[config.mk]
export PLATFORM = sky130hd
export DESIGN_NAME = fifo_rd_stream_adapter
export DESIGN_NICKNAME = d
export VERILOG_FILES = /design/src/rtl/fifo_rd_stream_adapter.sv
export SDC_FILE = /design/constraint.sdc
export NUM_CORES = 1
export LEC_CHECK = 0
export CAP_MARGIN = 20
export CORE_ASPECT_RATIO = 2
export CORE_MARGIN = 5
export CORE_UTILIZATION = 53
export CTS_CLUSTER_SIZE = 10
export DETAILED_ROUTE_END_ITERATION = 16
export GPL_ROUTABILITY_DRIVEN = 0
export GPL_TIMING_DRIVEN = 0
export HOLD_SLACK_MARGIN = 0.03
export PLACE_DENSITY = 0.84
export SLEW_MARGIN = 20
export SYNTH_ARGS = -nofsm -noshare
export SYNTH_HDL_FRONTEND = slang
export SYNTH_SLANG_ARGS = --single-unit
export TNS_END_PERCENT = 5
[constraint.sdc]
create_clock -name clk_i -period 5.8 [get_ports clk_i]
set_input_delay 1.16 -clock clk_i [delete_from_list [all_inputs] [get_ports clk_i]]
set_output_delay 1.16 -clock clk_i [all_outputs]
set_load 0.05 [all_outputs]
[src/rtl/fifo_rd_stream_adapter.sv]
// Read-side drain of the async FIFO: rd_en/empty/registered-rdata in, valid/ready stream out.
// Latency: empty falling in cycle N gives rd_en in N and m_valid_o in N+2; 1 word/cycle steady state.
// Backpressure: a 2-entry skid buffer absorbs the in-flight read; rd_en stalls once buffered + in-flight reach 2.
//
// Ports:
//   clk_i, rst_i     read-domain clock, asynchronous active-high reset
//   fifo_empty_i     FIFO empty flag
//   fifo_rd_en_o     FIFO read request (combinational, depends on m_ready_i)
//   fifo_rdata_i     FIFO read data, valid the cycle after fifo_rd_en_o
//   m_valid_o/m_ready_i/m_data_o/m_last_o   output stream; m_last_o marks word BURST_LEN of each burst
//   word_cnt_o       count of accepted stream words, wraps
module fifo_rd_stream_adapter #(
  parameter int DATA_WIDTH = 12,
  parameter int BURST_LEN  = 4,
  parameter int CNT_WIDTH  = 16
) (
  input  logic                  clk_i,
  input  logic                  rst_i,
  input  logic                  fifo_empty_i,
  output logic                  fifo_rd_en_o,
  input  logic [DATA_WIDTH-1:0] fifo_rdata_i,
  output logic                  m_valid_o,
  input  logic                  m_ready_i,
  output logic [DATA_WIDTH-1:0] m_data_o,
  output logic                  m_last_o,
  output logic [CNT_WIDTH-1:0]  word_cnt_o
);

  localparam int                BEAT_W   = (BURST_LEN > 1) ? $clog2(BURST_LEN) : 1;
  localparam logic [BEAT_W-1:0] BEAT_MAX = BEAT_W'(BURST_LEN - 1);

  logic [1:0]            occ_q;
  logic [1:0]            occ_d;
  logic                  inflight_q;
  logic [BEAT_W-1:0]     beat_q;
  logic [DATA_WIDTH-1:0] head_q;
  logic [DATA_WIDTH-1:0] tail_q;
  logic [CNT_WIDTH-1:0]  cnt_q;
  logic                  hs;
  logic                  push;
  logic [1:0]            credit;

  assign m_valid_o  = (occ_q != 2'd0);
  assign hs         = m_valid_o & m_ready_i;
  assign push       = inflight_q;
  assign m_data_o   = head_q;
  assign m_last_o   = m_valid_o & (beat_q == BEAT_MAX);
  assign word_cnt_o = cnt_q;

  // Slots committed after this edge: buffered + in flight - leaving now.
  // occ + inflight never exceeds 2, so two bits are enough.
  assign credit       = occ_q + {1'b0, inflight_q} - {1'b0, hs};
  assign fifo_rd_en_o = !rst_i & !fifo_empty_i & (credit < 2'd2);

  always_comb begin
    occ_d = occ_q;
    case ({push, hs})
      2'b10:   occ_d = occ_q + 2'd1;
      2'b01:   occ_d = occ_q - 2'd1;
      default: occ_d = occ_q;
    endcase
  end

  always_ff @(posedge clk_i or posedge rst_i) begin
    if (rst_i) begin
      occ_q      <= 2'd0;
      inflight_q <= 1'b0;
      beat_q     <= '0;
      head_q     <= '0;
      tail_q     <= '0;
      cnt_q      <= '0;
    end else begin
      occ_q      <= occ_d;
      inflight_q <= fifo_rd_en_o;

      // head_q is always the oldest word; tail_q is only meaningful at occ=2.
      if (hs) begin
        if (push && (occ_q == 2'd1)) begin
          head_q <= fifo_rdata_i;
        end else begin
          head_q <= tail_q;
          if (push) begin
            tail_q <= fifo_rdata_i;
          end
        end
      end else if (push) begin
        if (occ_q == 2'd0) begin
          head_q <= fifo_rdata_i;
        end else begin
          tail_q <= fifo_rdata_i;
        end
      end

      if (hs) begin
        cnt_q  <= cnt_q + 1'b1;
        beat_q <= (beat_q == BEAT_MAX) ? '0 : beat_q + 1'b1;
      end
    end
  end

  // The read credit rule leaves a free slot for every in-flight word.
  a_no_capture_when_full: assert property (
    @(posedge clk_i) disable iff (rst_i) !(inflight_q && (occ_q == 2'd2))
  );

endmodule
==> impl_metrics.ini <==
[outcome]
status = finished clean

[timing]
setup_tns_ps = 0
finalSetupViolations = 0
hold_violations = 0
fmax_mhz = 201
max_slew_margin_pct = 66.0
drv_slew = 0
finalCritPeriodShare_pct = 85.7
fin_crit_ps = 4970
skew_ps = 7.28
rsz0062_at_grt = false
hold_ws_ps = 474
worst_slew_pin_slew_ps = 509

[die]
start_util_pct = 54.4
die_x_um = 54.2
core-area_sq_mm = 0.00380
die-height_um = 98.4
die_area_sq_mm = 0.00533
num_rows = 32
ios = 47

[routing]
wirelength_mm = 4.08
drt_iter0_drc = 16
drc = 0
avgRoutedWirePerCell_um = 14.7
first_pass_iters = 4
via_per_inst = 5.11
dr_total_vias = 1420
ant_nets = 0

[clock_network]
post_cts_resized = 0
root_buffer = clkbuf_8
worst_setup_hold_path_clk_slew_ps = 90
post_cts_buffers = 0
cts_buffer_depth = 2
holdBufCountCts = 0
cts_made_buffers = 5
worstSkewPairLatency_ps = 300
cts_tree = yes
h-tree-depth = 2
cts_sinks = 45

[global_route]
grt_usage_pct = 18.0
grt_max_degree = 35
grt_overflow_total = 0
grt_pass1_vias = 1622
grt_pass1_wl_mm = 7.18
antenna_found_initial = 0

[layout]
diodes = 0
fillCellCount = 288
register_area_sq_mm = 0.00113
drive_above_1_share_pct = 14.5
multi_input_area_sq_um = 880
final_cell_mix = clkdlybuf4s50_1 (46), dfrtp_1 (45), nand2_1 (20), mux2_2 (15)
final_common_cell = clkdlybuf4s50_1
final_nets = 248
syn2layout_area_growth_pct = 32.9

[synth]
syn_nets = 194
syn_inst = 172
syn_area_per_cell_sq_um = 12.0
ys_warn_count = 0
ys_seq_area_share_pct = 54.4
syn_area_sq_mm = 0.00207
ys_ff_latch = 45
synthDistinctLibCells = 25

[power]
max-vdd-ir-drop_uv = 435
total_power_mw = 1.56
static-leakage-power_nw = 1.25
powerDensity_mw_per_mm2 = 569

[worst_setup_path]
worstSetupPathType = input port to primary output
start_kind = input port
r2r_slack_ps = 3540
cp_max_fo = 10
endpoint_kind = primary output
arrival_ps = 3810
required_ps = 4640

[placement]
portBuffers = 46
place_hpwl_mm = 3.15

[min_path]
hold_path_class = flop to flop

[job]
drv_cap = 0
==> per-stage QoR <==
stage	utilization (%)	instances	setup WS, ps	area, sq um
after floorplan	-	172	1430	2070
after global placement	68.2	269	793	2590
after detailed placement	68.8	270	803	2620
after CTS	72.4	278	781	2750
after global routing	72.4	278	653	2750
final	72.4	278	827	2750
==> logic make-up after synthesis <==
family,share of synthesized area [%]
AO/OA/AOI/OAI,4.71
XOR/XNOR,8.04
buffers and inverters,3.14
flip-flops,54.4
multiplexers,14.0
AND/OR/NAND/NOR,12.1
adder cells (fa/ha/maj),3.63
==> registers in the layout (all words and copies together), names as in the netlist <==
register    flops
beat_q          2
word_cnt_o     16
occ_q           2
m_data_o       12
tail_q         12
inflight_q      1
==> per-layer routing <==
layer	vias to the layer above	global-route usage (%)	routed length [um]
met5	-	0	0
met1	680	19.9	1520
met4	0	6.91	95
met3	9	3.66	172
li1	691	-	-
met2	40	31.8	2290
==> path summary, 6_finish.rpt <==
| path | startpoint | cells after the start | endpoint |
|---|---|---|---|
| max | m_ready_i | 10 | fifo_rd_en_o |
| min | word_cnt_o[15] | 1 | word_cnt_o[15] |
| max reg2reg | occ_q[0] | 9 | tail_q[3] |
| min reg2reg | word_cnt_o[15] | 1 | word_cnt_o[15] |
| max in group asynchronous | rst_i | 3 | word_cnt_o[1] |
| min in group asynchronous | rst_i | 2 | inflight_q |
==> critical path: stages <==
cell and delay [ps]:
clkdlybuf4s50_1 500, nor2b_4 190, buf_6 160, inv_1 50
ha_1 340, nand2_1 80, xnor2_1 210, xnor2_1 100
nor3_1 180, clkdlybuf4s50_1 850
==> area by class of cell <==
| class | count | area share [%] |
|---|---|---|
| clock buffers | 5 | 2.50 |
| well taps | 51 | 2.32 |
| repair buffers | 47 | 17.5 |
| inverters | 8 | 1.09 |
| plain buffers | 5 | 1.27 |
| clock inverters | 3 | 2.50 |
| flip-flops and latches | 45 | 40.9 |
| multi-input cells | 114 | 32.0 |
==> synthesized netlist by cell type <==
cell       count  area (sq um)
o21ai_0       12          60.1
a2111oi_4      1          27.5
and2_1         1          6.26
buf_2          1          5.00
nor2_1         4          15.0
nor2b_2        1          8.76
nand4_1        6          37.5
buf_6          2          22.5
mux2i_1       12           120
a21oi_1        2          10.0
ha_1           6          75.1
nor3_1         2          10.0
nor2b_1        1          6.26
nand4_2        1          12.5
nand3_1        3          15.0
inv_1          8          30.0
clkbuf_1       2          7.51
nor2b_4        2          27.5
xnor2_1       11          96.3
nand2_1       20          75.1
dfrtp_1       45          1130
mux2_2        15           169
xor2_1         8          70.1
nor4_1         4          25.0
and3_1         2          12.5
==> power breakdown <==
group	switching, mW	internal (mW)	leakage [nW]
registers	0.0855	0.438	0.554
logic	0.457	0.302	0.625
clock network	0.109	0.173	0.0687
total	0.652	0.913	1.25
Power figures use the tool's default switching activity.
